## config.mk

```make
export PLATFORM = sky130hd
export DESIGN_NAME = multicycle_controller
export DESIGN_NICKNAME = d
export VERILOG_FILES = /design/src/rtl/multicycle_controller.sv
export SDC_FILE = /design/constraint.sdc
export NUM_CORES = 1
export LEC_CHECK = 0
export CORE_AREA = 2 2 53 45
export CTS_CLUSTER_DIAMETER = 30
export DETAILED_ROUTE_END_ITERATION = 8
export DIE_AREA = 0 0 55 47
export GPL_ROUTABILITY_DRIVEN = 0
export PLACE_DENSITY = 0.73
export SYNTH_ARGS = -nofsm -noshare
export SYNTH_HDL_FRONTEND = slang
export SYNTH_SLANG_ARGS = --single-unit
```

## constraint.sdc

```tcl
create_clock -name clk -period 1.3 [get_ports clk]
set_input_delay 0.26 -clock clk [delete_from_list [all_inputs] [get_ports clk]]
set_output_delay 0.26 -clock clk [all_outputs]
set_load 0.01 [all_outputs]
```

## src/rtl/multicycle_controller.sv

```systemverilog
`default_nettype none
// +------------------------------------------------------------------------+
// | multicycle_controller                                                  |
// | Per-state control word generator for the multicycle MIPS32 datapath,  |
// | with a request/ready handshake toward the shared instruction/data     |
// | memory so fetches and data accesses can absorb wait states.           |
// | Revision: 1.0                                                         |
// +------------------------------------------------------------------------+
module multicycle_controller (
  input  logic       clk,
  input  logic       rst_n,
  input  logic [5:0] opcode,
  input  logic [5:0] funct,
  input  logic       zero,
  input  logic       memReady,
  output logic       memReq,
  output logic       memWrite,
  output logic       iorD,
  output logic       irWrite,
  output logic       pcEn,
  output logic [1:0] pcSrc,
  output logic       regWrite,
  output logic       regDest,
  output logic       memtoReg,
  output logic       aluSrcA,
  output logic [1:0] aluSrcB,
  output logic [2:0] aluControl,
  output logic       illegal,
  output logic [3:0] state
);

  typedef enum logic [3:0] {
    S_FETCH   = 4'd0,
    S_DECODE  = 4'd1,
    S_MEMADR  = 4'd2,
    S_MEMRD   = 4'd3,
    S_MEMWB   = 4'd4,
    S_MEMWR   = 4'd5,
    S_RTYPEEX = 4'd6,
    S_RTYPEWB = 4'd7,
    S_BEQEX   = 4'd8,
    S_ADDIEX  = 4'd9,
    S_ADDIWB  = 4'd10,
    S_JUMP    = 4'd11
  } state_t;

  localparam logic [5:0] c_OP_RTYPE = 6'b000000;
  localparam logic [5:0] c_OP_LW    = 6'b100011;
  localparam logic [5:0] c_OP_SW    = 6'b101011;
  localparam logic [5:0] c_OP_BEQ   = 6'b000100;
  localparam logic [5:0] c_OP_ADDI  = 6'b001000;
  localparam logic [5:0] c_OP_J     = 6'b000010;

  localparam logic [5:0] c_FN_ADD = 6'b100000;
  localparam logic [5:0] c_FN_SUB = 6'b100010;
  localparam logic [5:0] c_FN_AND = 6'b100100;
  localparam logic [5:0] c_FN_OR  = 6'b100101;
  localparam logic [5:0] c_FN_SLT = 6'b101010;

  localparam logic [2:0] c_ALU_ADD = 3'b010;
  localparam logic [2:0] c_ALU_SUB = 3'b110;
  localparam logic [2:0] c_ALU_AND = 3'b000;
  localparam logic [2:0] c_ALU_OR  = 3'b001;
  localparam logic [2:0] c_ALU_SLT = 3'b111;

  state_t     r_state;
  state_t     w_decode_next;
  logic [2:0] w_funct_alu;

  logic       w_mem_req;
  logic       w_mem_write;
  logic       w_ir_write;
  logic       w_pc_en;
  logic       w_reg_write;
  logic       w_illegal;

  // Opcode dispatch out of DECODE; unsupported opcodes fall back to FETCH.
  always_comb begin
    w_decode_next = S_FETCH;
    case (opcode)
      c_OP_LW,
      c_OP_SW:    w_decode_next = S_MEMADR;
      c_OP_RTYPE: w_decode_next = S_RTYPEEX;
      c_OP_BEQ:   w_decode_next = S_BEQEX;
      c_OP_ADDI:  w_decode_next = S_ADDIEX;
      c_OP_J:     w_decode_next = S_JUMP;
      default:    w_decode_next = S_FETCH;
    endcase
  end

  always_comb begin
    w_funct_alu = c_ALU_ADD;
    case (funct)
      c_FN_ADD: w_funct_alu = c_ALU_ADD;
      c_FN_SUB: w_funct_alu = c_ALU_SUB;
      c_FN_AND: w_funct_alu = c_ALU_AND;
      c_FN_OR:  w_funct_alu = c_ALU_OR;
      c_FN_SLT: w_funct_alu = c_ALU_SLT;
      default:  w_funct_alu = c_ALU_ADD;
    endcase
  end

  always_ff @(posedge clk or negedge rst_n) begin
    if (!rst_n) begin
      r_state <= S_FETCH;
    end else begin
      case (r_state)
        S_FETCH:   r_state <= memReady ? S_DECODE : S_FETCH;
        S_DECODE:  r_state <= w_decode_next;
        S_MEMADR:  r_state <= (opcode == c_OP_SW) ? S_MEMWR : S_MEMRD;
        S_MEMRD:   r_state <= memReady ? S_MEMWB : S_MEMRD;
        S_MEMWB:   r_state <= S_FETCH;
        S_MEMWR:   r_state <= memReady ? S_FETCH : S_MEMWR;
        S_RTYPEEX: r_state <= S_RTYPEWB;
        S_RTYPEWB: r_state <= S_FETCH;
        S_BEQEX:   r_state <= S_FETCH;
        S_ADDIEX:  r_state <= S_ADDIWB;
        S_ADDIWB:  r_state <= S_FETCH;
        S_JUMP:    r_state <= S_FETCH;
        default:   r_state <= S_FETCH;
      endcase
    end
  end

  // Control word decode. Unused state codes decode like FETCH for the
  // steering fields but issue no request and no strobes.
  always_comb begin
    w_mem_req   = 1'b0;
    w_mem_write = 1'b0;
    w_ir_write  = 1'b0;
    w_pc_en     = 1'b0;
    w_reg_write = 1'b0;
    w_illegal   = 1'b0;
    iorD        = 1'b0;
    pcSrc       = 2'b00;
    regDest     = 1'b0;
    memtoReg    = 1'b0;
    aluSrcA     = 1'b0;
    aluSrcB     = 2'b00;
    aluControl  = c_ALU_ADD;
    case (r_state)
      S_FETCH: begin
        w_mem_req  = 1'b1;
        aluSrcB    = 2'b01;
        w_ir_write = memReady;
        w_pc_en    = memReady;
      end
      S_DECODE: begin
        aluSrcB   = 2'b11;
        w_illegal = (w_decode_next == S_FETCH);
      end
      S_MEMADR: begin
        aluSrcA = 1'b1;
        aluSrcB = 2'b10;
      end
      S_MEMRD: begin
        w_mem_req = 1'b1;
        iorD      = 1'b1;
      end
      S_MEMWB: begin
        w_reg_write = 1'b1;
        memtoReg    = 1'b1;
      end
      // memWrite is held through the wait; the memory commits on memReady.
      S_MEMWR: begin
        w_mem_req   = 1'b1;
        w_mem_write = 1'b1;
        iorD        = 1'b1;
      end
      S_RTYPEEX: begin
        aluSrcA    = 1'b1;
        aluControl = w_funct_alu;
      end
      S_RTYPEWB: begin
        w_reg_write = 1'b1;
        regDest     = 1'b1;
      end
      S_BEQEX: begin
        aluSrcA    = 1'b1;
        aluControl = c_ALU_SUB;
        pcSrc      = 2'b01;
        w_pc_en    = zero;
      end
      S_ADDIEX: begin
        aluSrcA = 1'b1;
        aluSrcB = 2'b10;
      end
      S_ADDIWB: begin
        w_reg_write = 1'b1;
      end
      S_JUMP: begin
        pcSrc   = 2'b10;
        w_pc_en = 1'b1;
      end
      default: begin
        aluSrcB = 2'b01;
      end
    endcase
  end

  // Strobes and requests are masked while reset is low so nothing commits
  // between the reset edge and the state register clearing.
  assign memReq   = w_mem_req   & rst_n;
  assign memWrite = w_mem_write & rst_n;
  assign irWrite  = w_ir_write  & rst_n;
  assign pcEn     = w_pc_en     & rst_n;
  assign regWrite = w_reg_write & rst_n;
  assign illegal  = w_illegal   & rst_n;
  assign state    = r_state;

endmodule
`default_nettype wire
```

==> summary.md, run 1 <==
| Metric | Value |
|---|---|
| Arithmetic-cell share of the synthesized area counting full adders, half adders and majority gates | `0` |
| Aggregate negative setup slack | `-7.36 ns` |
| Cell at the root of the clock tree | `sky130_fd_sc_hd__clkbuf_4` |
| Seq cells post-synth | `4` |
| Average vias per placed instance | `5.66` |
| Final hold violations | `0` |
| Diodes inserted | `0` |
| Setup repair after global routing missed its margin | `true` |
| Simple-gate share of the synthesized area | `0.473` |
| Kind of cell with the highest combined delay on the critical path | `simple AND/OR/NAND/NOR gates` |
| CTS H-tree lvls | `1` |
| Number of synthesized flops with an enable pin | `0` |
| Top cells by count, synth | `9 x sky130_fd_sc_hd__nor2_1, 7 x sky130_fd_sc_hd__nand2_1, 5 x sky130_fd_sc_hd__nor2b_1, 4 x sky130_fd_sc_hd__buf_6, 4 x sky130_fd_sc_hd__dfrtp_1` |
| Count of final setup violators | `24` |
| Violated checks | `setup timing` |
| Dominant synthesized flop cell | `sky130_fd_sc_hd__dfrtp_1` |
| Worst slew margin relative to its limit | `0.773` |
| Max reg flops | `4` |
| Layout cell share with drive strength beyond 1 | `0.724` |
| Critical path type | `reg -> out` |
| Estimated wirelength of the detail-placed design | `2.24 mm` |
| Fraction of synthesized area in multiplexers | `0.0144` |
| Synthesized cell area | `696 sq um` |
| CTS tree | `built` |
| Largest net degree at the start of global routing | `10` |
| Power density over cell area | `1230 nW/um^2` |
| Final setup slack of the worst path | `-0.525 ns` |
| Top-count cell post-synth | `sky130_fd_sc_hd__nor2_1` |
| Vias post-DR | `1166` |
| Crit. End Element | `primary output` |
| Cell-by-cell listing of the critical path | `buf_6 -> buf_6 -> nor2b_4 -> nand2_2 -> and4bb_1 -> buf_2` |
| First-pass GRT wire length | `5.39 mm` |
| Xor and xnor fraction of the mapped netlist area | `0.0378` |
| Peak supply drop | `1040 uV` |
| Residual DRC count | `0` |
| Total gr overflow | `0` |
| WL/cell | `19.5 um` |
| Port Buffer Count | `36` |
| Die area | `2590 sq um` |
| Library cell contributing the largest single delay on the critical path | `sky130_fd_sc_hd__dfrtp_2` |
| Via count of the first global-routing pass | `1125` |
| Count of max-cap constraint violations | `0` |
| Overall power consumption | `2.17 mW` |
| Kind of path behind the tightest hold check | `in -> async` |
| Sequential-to-total area share from yosys stat | `0.144` |
| Crit path arrival time | `1.57 ns` |
| Slew of the pin with the lowest slew margin | `0.338 ns` |
| Fraction of synthesis flops using an asynchronous set or reset pin | `1.00` |
| Die H | `47 um` |
| Final Max Tran Viols | `0` |
| Share of the clock period used by the worst path after layout | `1.40` |
| Total routing resource utilization after global routing | `0.305` |
| Net count after synthesis | `109` |
| Cells taking the most area after synthesis | `sky130_fd_sc_hd__dfrtp_1 14%, sky130_fd_sc_hd__buf_6 6.5%, sky130_fd_sc_hd__and4bb_1 5.4%` |
| Synthesized-area fraction occupied by ao, oa, aoi and oai cells | `0.216` |
| Core area | `2060 sq um` |
| Total of warnings raised by yosys | `0` |
| Area delta synth->final | `155%` |
| Effective utilization at floorplan | `0.337` |
| Crit-path max FO | `6` |
| Largest family of logic cells by synthesized area | `simple AND/OR/NAND/NOR gates` |
| Sinks on the clock net | `4` |
| Area share of the leading cell type in the synthesized netlist | `0.144` |
| # placed instances | `185` |
| Cell accounting for the most synthesized area | `sky130_fd_sc_hd__dfrtp_1` |
| Buf/Inv on CP | `3` |
| Number of CTS-inserted buffers | `3` |
| Antenna violations before repair | `0` |
| Number of ports placed on the die boundary | `37` |
| Later-pin clock latency in the skew report | `0.24 ns` |
| Lkg Pwr | `0.783 nW` |
| Worst Path Required | `1.04 ns` |
| Worst-path clk slew | `0.04 ns` |
| DRC violation total after the first TritonRoute iteration | `21` |
| WL final | `4.02 mm` |
| Clk_skew | `0.00164 ns` |
| CTS Buffer Depth | `2` |
| Result of the run | `finished with violations` |
| Most frequent CP cell | `sky130_fd_sc_hd__buf_6` |
| Per-instance average area after synthesis | `7.48 sq um` |
| Kind of start point of the critical path | `register` |
| Die boundary width | `55 um` |
| Yosys cell types | `42` |
| First drt pass iteration count | `4` |
| Number of nets in the layout | `199` |
| Fill count | `105` |
| Clock period minus worst slack | `1.83 ns` |
| Number of antenna-violating nets in the routed design | `0` |
| Delay contributed by the slowest stage of the critical path | `0.42 ns` |
| Final std cells w/o fill | `206` |
| Synth Instances | `93` |
| Core Rows | `15` |
| Max Freq | `0.548 GHz` |
-- cells in the final DEF, fill, tap and decap left out, drive strengths merged, types with 2 or more instances in the layout --
| master | count |
|---|---|
| buf | 79 |
| nor2 | 9 |
| nand2 | 7 |
| clkdlybuf4s50 | 6 |
| clkbuf | 6 |
| nor2b | 5 |
| dlygate4sd2 | 4 |
| dfrtp | 4 |
| inv | 4 |
| nor3 | 4 |
| nand3b | 3 |
| nand3 | 3 |
| and4bb | 3 |
| o21ai | 3 |
| nand2b | 3 |
| nor4 | 3 |
| o22ai | 3 |
| a2111oi | 2 |
| nand4 | 2 |
| and3 | 2 |
| o211ai | 2 |
| a21oi | 2 |
| xor2 | 2 |
| or3 | 2 |
| or2 | 2 |
| or3b | 2 |
-- final cells by class --
type                    count  area (sq um)  share of cell area
repair buffers             92           816               0.460
multi-input cells          78           781               0.440
flip-flops and latches      4           105              0.0593
well taps                  25          31.3              0.0176
clock buffers               3          22.5              0.0127
inverters                   4          17.5             0.00988
-- report_power, final --
part / switching (mW) / total, mW / internal, mW
registers: 0.0634 / 0.222 / 0.159
clock network: 0.0537 / 0.157 / 0.103
logic: 0.803 / 1.79 / 0.991
-- kinds of logic (layout without fill, tap and decap cells) --
group,after synthesis,in the layout
flops,4,4
compound gates,20,20
mux,1,1
simple gates,54,54
buf+inv,11,99
xor+xnor,3,3
-- stage by stage --
step                area (sq um)  utilization  hold slack (ns)  worst slack [ns]
floorplan                    756            -          -0.0356            -0.153
global placement            1350        0.656            0.644            -0.940
detailed placement          1350        0.656            0.646            -0.998
CTS                         1610        0.779            0.416            -0.443
global route                1770        0.859            0.460            -0.582
finish                      1770        0.859            0.448            -0.525
-- path summary, 6_finish.rpt --
check | startpoint | slack (ns) | cells past startpoint | endpoint
worst max register to register | state[1]$_DFF_PN0_ | -0.24 | 6 | state[2]$_DFF_PN0_
worst max-delay path | state[0]$_DFF_PN0_ | -0.53 | 6 | illegal
worst min-delay path | rst_n | 0.45 | 2 | state[3]$_DFF_PN0_
worst min register to register | state[3]$_DFF_PN0_ | 0.80 | 3 | state[0]$_DFF_PN0_
min in group clk | opcode[0] | 0.56 | 4 | state[0]$_DFF_PN0_
max in group asynchronous | rst_n | 0.73 | 2 | state[2]$_DFF_PN0_
-- what timing repair did --
| item | CTS | global route |
|---|---|---|
| hold buffers | 0 | 0 |
| gates resized for setup | 151 | 47 |
| setup endpoints to repair | 25 | 25 |
| gates cloned | 0 | 0 |
| pin swaps | 26 | 17 |
| buffers inserted | 12 | 10 |
-- metal layers --
| layer | up-vias | track usage | share of wire |
|---|---|---|---|
| li1 | 529 | - | - |
| met1 | 571 | 0.352 | 0.38 |
| met2 | 60 | 0.576 | 0.54 |
| met3 | 6 | 0.0446 | 0.061 |
| met4 | 0 | 0.0976 | 0.017 |
| met5 | - | 0 | 0 |
-- worst reg2reg max path, stage by stage (launching register included) --
cell and delay, ns:
sky130_fd_sc_hd__dfrtp_2 0.46, sky130_fd_sc_hd__buf_6 0.14, sky130_fd_sc_hd__buf_8 0.13, sky130_fd_sc_hd__buf_8 0.14, sky130_fd_sc_hd__and2_4 0.13, sky130_fd_sc_hd__a221oi_2 0.21
sky130_fd_sc_hd__o221ai_1 0.18
No activity file was read; power rests on OpenSTA's default activity.
==> run 2: changes to the inputs <==
--- a/config.mk
+++ b/config.mk
@@ -10,7 +10,7 @@
 export DETAILED_ROUTE_END_ITERATION = 8
 export DIE_AREA = 0 0 55 47
 export GPL_ROUTABILITY_DRIVEN = 0
-export PLACE_DENSITY = 0.73
+export PLACE_DENSITY = 0.74
 export SYNTH_ARGS = -nofsm -noshare
 export SYNTH_HDL_FRONTEND = slang
 export SYNTH_SLANG_ARGS = --single-unit
==> summary.md, run 2 (synthesis results as in run 1) <==
| Metric | Value |
|---|---|
| Clock period minus worst slack | `1.79 ns (-0.0373 ns)` |
| Kind of path behind the tightest hold check | `in -> async` |
| Setup repair after global routing missed its margin | `true` |
| Leading cell type in the layout, fill and taps excluded | `sky130_fd_sc_hd__buf_4` |
| Via count of the first global-routing pass | `1111 (-1.2%)` |
| Max Freq | `0.559 GHz (+2.1%)` |
| Vias post-DR | `1179 (+1.1%)` |
| Final std cells w/o fill | `207 (+0.49%)` |
| Crit. End Element | `primary output` |
| Layout cell share with drive strength beyond 1 | `0.654 (-0.0699)` |
| Max reg flops | `4 (unchanged)` |
| Residual DRC count | `0 (unchanged)` |
| Lkg Pwr | `0.768 nW (-1.9%)` |
| Sequential fraction of design power | `0.107 (+0.005)` |
| Cell-by-cell listing of the critical path | `and4bb_1 -> nand3b_1 -> buf_4 -> nand2b_4 -> buf_6` |
| Violated checks | `setup timing` |
| Power density over cell area | `1240 nW/um^2 (+1.2%)` |
| Sequential cell area | `105 sq um (unchanged)` |
| Number of antenna-violating nets in the routed design | `0 (unchanged)` |
| Critical path type | `reg -> out` |
| Count of final setup violators | `22 (-8.3%)` |
| Multi-input gate area | `698 sq um (-11%)` |
| Die boundary width | `55 um (unchanged)` |
| Cell at the root of the clock tree | `sky130_fd_sc_hd__clkbuf_4` |
| WL/cell | `19.3 um (-0.85%)` |
| CTS tree | `built` |
| WL final | `4.00 mm (-0.37%)` |
| Clk_skew | `0.0103 ns (+0.00864 ns)` |
| Utilization after layout | `0.811 (-0.0479)` |
| Final Max Tran Viols | `0 (unchanged)` |
| DRC violation total after the first TritonRoute iteration | `37 (+76%)` |
| Core area | `2060 sq um (unchanged)` |
| Number of ports placed on the die boundary | `37 (unchanged)` |
| Sinks on the clock net | `4 (unchanged)` |
| Critical path origin | `state[0]$_DFF_PN0_` |
| # placed instances | `183 (-1.1%)` |
| Number of nets in the layout | `200 (+0.50%)` |
| Diodes inserted | `0 (unchanged)` |
| Kind of cell with the highest combined delay on the critical path | `simple AND/OR/NAND/NOR gates` |
| P_sw | `0.877 mW (-4.7%)` |
| Core Rows | `15 (unchanged)` |
| Internal Dissipation | `1.20 mW (-4.3%)` |
| Most frequent cells in the layout | `38 x sky130_fd_sc_hd__buf_4, 22 x sky130_fd_sc_hd__buf_6, 13 x sky130_fd_sc_hd__buf_2` |
| Die H | `47 um (unchanged)` |
| Worst Path Required | `1.04 ns (about the same)` |
| Number of hold buffers added after CTS | `0 (unchanged)` |
| Aggregate negative setup slack | `-7.39 ns (-0.0304 ns)` |
| CTS Buffer Depth | `2 (unchanged)` |
| Antenna violations before repair | `0 (unchanged)` |
| Clock share of power | `0.076 (+0.004)` |
| Average vias per placed instance | `5.70 (+0.63%)` |
| Effective utilization at floorplan | `0.337 (unchanged)` |
| Fill count | `126 (+20%)` |
| Die area | `2590 sq um (unchanged)` |
| Port Buffer Count | `36 (unchanged)` |
| Post-place instance area | `1340 sq um (-1.1%)` |
| Worst slew margin relative to its limit | `0.781 (+0.00777)` |
| Count of max-cap constraint violations | `0 (unchanged)` |
| Worst-path clk slew | `0.05 ns (about the same)` |
| Delay contributed by the slowest stage of the critical path | `0.45 ns (+0.03 ns)` |
| CTS H-tree lvls | `1 (unchanged)` |
| Share of the clock period used by the worst path after layout | `1.38 (-0.0287)` |
| Area delta synth->final | `141%` |
| Final setup slack of the worst path | `-0.488 ns (+0.0373 ns)` |
| Final hold violations | `0 (unchanged)` |
| Worst r2r src | `state[1]$_DFF_PN0_` |
| Slew of the pin with the lowest slew margin | `0.324 ns (-0.0137 ns)` |
| Library cell contributing the largest single delay on the critical path | `sky130_fd_sc_hd__dfrtp_2` |
| Total routing resource utilization after global routing | `0.276 (-0.0290)` |
| Estimated wirelength of the detail-placed design | `2.20 mm (-1.5%)` |
| Crit-path max FO | `6 (unchanged)` |
| First-pass GRT wire length | `5.06 mm (-6.1%)` |
| Final design instance area without fill | `1670 sq um (-5.6%)` |
| Total gr overflow | `0 (unchanged)` |
| Worst Hold Slack | `0.520 ns (+0.0720 ns)` |
| Switching Share | `0.422 (-0.000996)` |
| Peak supply drop | `1070 uV (+3.1%)` |
| Later-pin clock latency in the skew report | `0.23 ns (about the same)` |
| Largest net degree at the start of global routing | `11 (+1)` |
| Crit path arrival time | `1.53 ns (-0.04 ns)` |
| Result of the run | `finished with violations` |
| Number of CTS-inserted buffers | `3 (unchanged)` |
| Buf/Inv on CP | `2 (-1)` |
| Comb pwr share | `0.817 (-0.008)` |
| Kind of start point of the critical path | `register` |
| First drt pass iteration count | `4 (unchanged)` |
[run 2: cell count changes in the layout (fill, tap and decap cells not counted), moves of 2 or more]
| cell | before | now |
|---|---|---|
| sky130_fd_sc_hd__clkbuf_2 | 3 | 1 |
| sky130_fd_sc_hd__dlygate4sd2_1 | 4 | 10 |
| sky130_fd_sc_hd__nor2_1 | 3 | 6 |
| sky130_fd_sc_hd__buf_6 | 34 | 22 |
| sky130_fd_sc_hd__buf_4 | 31 | 38 |
| sky130_fd_sc_hd__nor2_4 | 5 | 1 |
| sky130_fd_sc_hd__o21ai_1 | 3 | 1 |
| sky130_fd_sc_hd__nor2b_2 | 2 | 0 |
| sky130_fd_sc_hd__nor2b_1 | 1 | 3 |
[run 2: area by class of cell]
class | instances | area share
Sequential cell | 4 | 0.0628
Timing Repair Buffer | 93 | 0.476
Clock buffer | 3 | 0.0135
Tap cell | 25 | 0.0187
Multi-Input combinational cell | 78 | 0.417
Inverter | 4 | 0.0120
[run 2: metal layers]
layer / vias up / track usage / routed length (um)
met1: 556 / 0.333 / 1520
li1: 528 / - / -
met5: - / 0 / 0
met4: 0 / 0.146 / 179
met3: 22 / 0.0478 / 294
met2: 73 / 0.469 / 2010
[run 2: metrics by stage]
step	setup slack, ns	total power, mW
floorplan	-0.153	0.778
global placement	-0.938	1.27
detailed placement	-0.986	1.30
CTS	-0.434	1.85
global route	-0.563	2.18
finish	-0.488	2.08
[run 2: repair_timing]
action | in CTS | in global routing
pin swaps | 18 | 9
setup buffers | 17 | 6
setup endpoints to repair | 25 | 24
gates resized for setup | 137 | 15
[run 2: path summary, 6_finish.rpt]
path | to | slack [ns] | cells past startpoint
setup / recovery | aluControl[1] | -0.49 | 5
hold / removal | state[3]$_DFF_PN0_ | 0.52 | 2
setup reg to reg | state[1]$_DFF_PN0_ | -0.17 | 6
hold reg to reg | state[3]$_DFF_PN0_ | 0.73 | 2
max in group asynchronous | state[2]$_DFF_PN0_ | 0.65 | 2
min in group clk | state[3]$_DFF_PN0_ | 0.68 | 5
[run 2: power groups by stage]
stage,Clock (mW),Sequential (mW),Combinational (mW)
2_1_floorplan,0,0.207,0.570
3_3_place_gp,0,0.225,1.04
3_5_place_dp,0,0.225,1.07
4_1_cts,0.156,0.211,1.48
5_1_grt,0.169,0.225,1.78
6_report,0.158,0.222,1.70
==> run 3: changes to the inputs <==
--- a/config.mk
+++ b/config.mk
@@ -7,10 +7,12 @@
 export LEC_CHECK = 0
 export CORE_AREA = 2 2 53 45
 export CTS_CLUSTER_DIAMETER = 30
+export CTS_CLUSTER_SIZE = 16
 export DETAILED_ROUTE_END_ITERATION = 8
 export DIE_AREA = 0 0 55 47
 export GPL_ROUTABILITY_DRIVEN = 0
 export PLACE_DENSITY = 0.74
+export SKIP_CTS_REPAIR_TIMING = 1
 export SYNTH_ARGS = -nofsm -noshare
 export SYNTH_HDL_FRONTEND = slang
 export SYNTH_SLANG_ARGS = --single-unit
==> summary.md, run 3 (synthesis results as in run 1) <==
| Metric | Value |
|---|---|
| CTS tree | `built` |
| # placed instances | `183 (unchanged)` |
| Post-Place Worst Slack | `-0.986 ns (unchanged)` |
| Final setup slack of the worst path | `-0.554 ns (-0.0659 ns)` |
| Sequential fraction of design power | `0.118 (+0.011)` |
| Overall power consumption | `1.84 mW (-11%)` |
| Critical path origin | `state[3]$_DFF_PN0_` |
| Number of nets in the layout | `189 (-5.5%)` |
| Antenna violations before repair | `1 (+1)` |
| Number of ports placed on the die boundary | `37 (unchanged)` |
| Area delta synth->final | `131%` |
| Max reg flops | `4 (unchanged)` |
| Crit. End Element | `primary output` |
| Violated checks | `setup timing` |
| CTS H-tree lvls | `1 (unchanged)` |
| Comb pwr share | `0.797 (-0.020)` |
| Average vias per placed instance | `5.49 (-3.7%)` |
| Most frequent cells in the layout | `31 x sky130_fd_sc_hd__buf_4, 18 x sky130_fd_sc_hd__buf_6, 14 x sky130_fd_sc_hd__buf_2` |
| Cell at the root of the clock tree | `sky130_fd_sc_hd__clkbuf_4` |
| Length in cells of the worst reg-to-reg path | `7 (+1)` |
| Port Buffer Count | `36 (unchanged)` |
| Aggregate negative setup slack | `-7.34 ns (+0.0524 ns)` |
| Max Freq | `0.539 GHz (-3.6%)` |
| Leading cell type in the layout, fill and taps excluded | `sky130_fd_sc_hd__buf_4` |
| Delay contributed by the slowest stage of the critical path | `0.43 ns (-0.02 ns)` |
| Later-pin clock latency in the skew report | `0.24 ns (about the same)` |
| Clock share of power | `0.085 (+0.009)` |
| Die boundary width | `55 um (unchanged)` |
| Layout cell share with drive strength beyond 1 | `0.620 (-0.0340)` |
| Estimated wirelength of the detail-placed design | `2.20 mm (unchanged)` |
| First-pass GRT wire length | `4.11 mm (-19%)` |
| Most frequent CP cell | `sky130_fd_sc_hd__buf_6` |
| Residual DRC count | `0 (unchanged)` |
| Setup repair after global routing missed its margin | `true` |
| Sinks on the clock net | `4 (unchanged)` |
| Lkg Pwr | `0.815 nW (+6.1%)` |
| Die area | `2590 sq um (unchanged)` |
| Number of CTS-inserted buffers | `3 (unchanged)` |
| WL/cell | `17.1 um (-12%)` |
| Count of max-cap constraint violations | `0 (unchanged)` |
| Critical path type | `reg -> out` |
| Cell-by-cell listing of the critical path | `buf_6 -> buf_8 -> mux2i_1 -> o22ai_1 -> and3b_2 -> buf_6` |
| Power density over cell area | `1150 nW/um^2 (-7.6%)` |
| Final design instance area without fill | `1610 sq um (-4.0%)` |
| Largest net degree at the start of global routing | `13 (+2)` |
| Crit path arrival time | `1.59 ns (+0.06 ns)` |
| DRC violation total after the first TritonRoute iteration | `31 (-16%)` |
| Core Rows | `15 (unchanged)` |
| Final hold violations | `0 (unchanged)` |
| Library cell contributing the largest single delay on the critical path | `sky130_fd_sc_hd__dfrtp_2` |
| Crit-path max FO | `7 (+1)` |
| P_sw | `0.785 mW (-10%)` |
| Number of antenna-violating nets in the routed design | `0 (unchanged)` |
| Total routing resource utilization after global routing | `0.223 (-0.0528)` |
| Worst Hold Slack | `0.450 ns (-0.0702 ns)` |
| Effective utilization at floorplan | `0.337 (unchanged)` |
| Core area | `2060 sq um (unchanged)` |
| Worst slew margin relative to its limit | `0.761 (-0.0195)` |
| Worst r2r src | `state[0]$_DFF_PN0_` |
| Result of the run | `finished with violations` |
| Endpoint of the lowest-slack register-to-register path | `state[0]$_DFF_PN0_` |
| Slew of the pin with the lowest slew margin | `0.357 ns (+0.0330 ns)` |
| Count of final setup violators | `22 (unchanged)` |
| Die H | `47 um (unchanged)` |
| Kind of start point of the critical path | `register` |
| Worst-path clk slew | `0.04 ns (about the same)` |
| Kind of path behind the tightest hold check | `in -> async` |
| Share of the clock period used by the worst path after layout | `1.43 (+0.0507)` |
| Via count of the first global-routing pass | `944 (-15%)` |
| Internal Dissipation | `1.06 mW (-12%)` |
| First drt pass iteration count | `4 (unchanged)` |
| Clock period minus worst slack | `1.85 ns (+0.0659 ns)` |
| WL final | `3.36 mm (-16%)` |
| Post-place instance area | `1340 sq um (unchanged)` |
| Worst Path Required | `1.04 ns (about the same)` |
| CTS Buffer Depth | `2 (unchanged)` |
| Utilization after layout | `0.779 (-0.0321)` |
| Switching Share | `0.426 (+0.00395)` |
| Final Max Tran Viols | `0 (unchanged)` |
| Final std cells w/o fill | `197 (-4.8%)` |
| Crit path to | `pcEn` |
| Vias post-DR | `1081 (-8.3%)` |
| Setup slack, reg-to-reg | `-0.23 ns (-0.06 ns)` |
| Peak supply drop | `776 uV (-28%)` |
| Clk_skew | `0.00512 ns (-0.00517 ns)` |
| Total gr overflow | `0 (unchanged)` |
## run 3: cell types whose count changed in the layout (fill, tap and decap cells not counted), moves of 3 or more
cell and change:
sky130_fd_sc_hd__buf_4 -7, sky130_fd_sc_hd__nor2_1 -3, sky130_fd_sc_hd__dlygate4sd2_1 -10, sky130_fd_sc_hd__buf_6 -4
sky130_fd_sc_hd__dlymetal6s2s_1 +11
## run 3: per-layer routing
layer | wire [um] | vias to the layer above | track usage | part of all wire
li1 | - | 505 | - | -
met1 | 1350 | 514 | 0.274 | 0.40
met2 | 1750 | 54 | 0.405 | 0.52
met3 | 163 | 8 | 0.0191 | 0.049
met4 | 90 | 0 | 0.0829 | 0.027
met5 | 0 | - | 0 | 0
## run 3: how the worst min path moves through the flow
stage                     startpoint                  to
after global routing           rst_n  state[3]$_DFF_PN0_
after CTS                      rst_n  state[3]$_DFF_PN0_
after detailed placement       rst_n  state[2]$_DFF_PN0_
after global placement         rst_n  state[2]$_DFF_PN0_
final                          rst_n  state[3]$_DFF_PN0_
after floorplan                rst_n  state[0]$_DFF_PN0_
## run 3: power groups by stage
stage	Combinational (mW)	Sequential [mW]	Clock (mW)
6_report	1.47	0.217	0.157
5_1_grt	1.55	0.222	0.168
4_1_cts	1.08	0.225	0.156
3_5_place_dp	1.07	0.225	0
3_3_place_gp	1.04	0.225	0
2_1_floorplan	0.570	0.207	0
## run 3: layout make-up
class	count	area, sq um
repair buffers	82	733
diodes	1	2.50
clock buffers	3	22.5
flip-flops and latches	4	105
inverters	4	22.5
multi-input cells	78	691
well taps	25	31.3
fillers	140	457
## run 3: worst max-delay path, delay by kind of cell, from the launching register on
family | cells | cell delay [ns]
DFF | 1 | 0.43
buffers and inverters | 3 | 0.39
and+or+nand+nor | 1 | 0.22
muxes | 1 | 0.21
AOI/OAI and AO/OA | 1 | 0.10
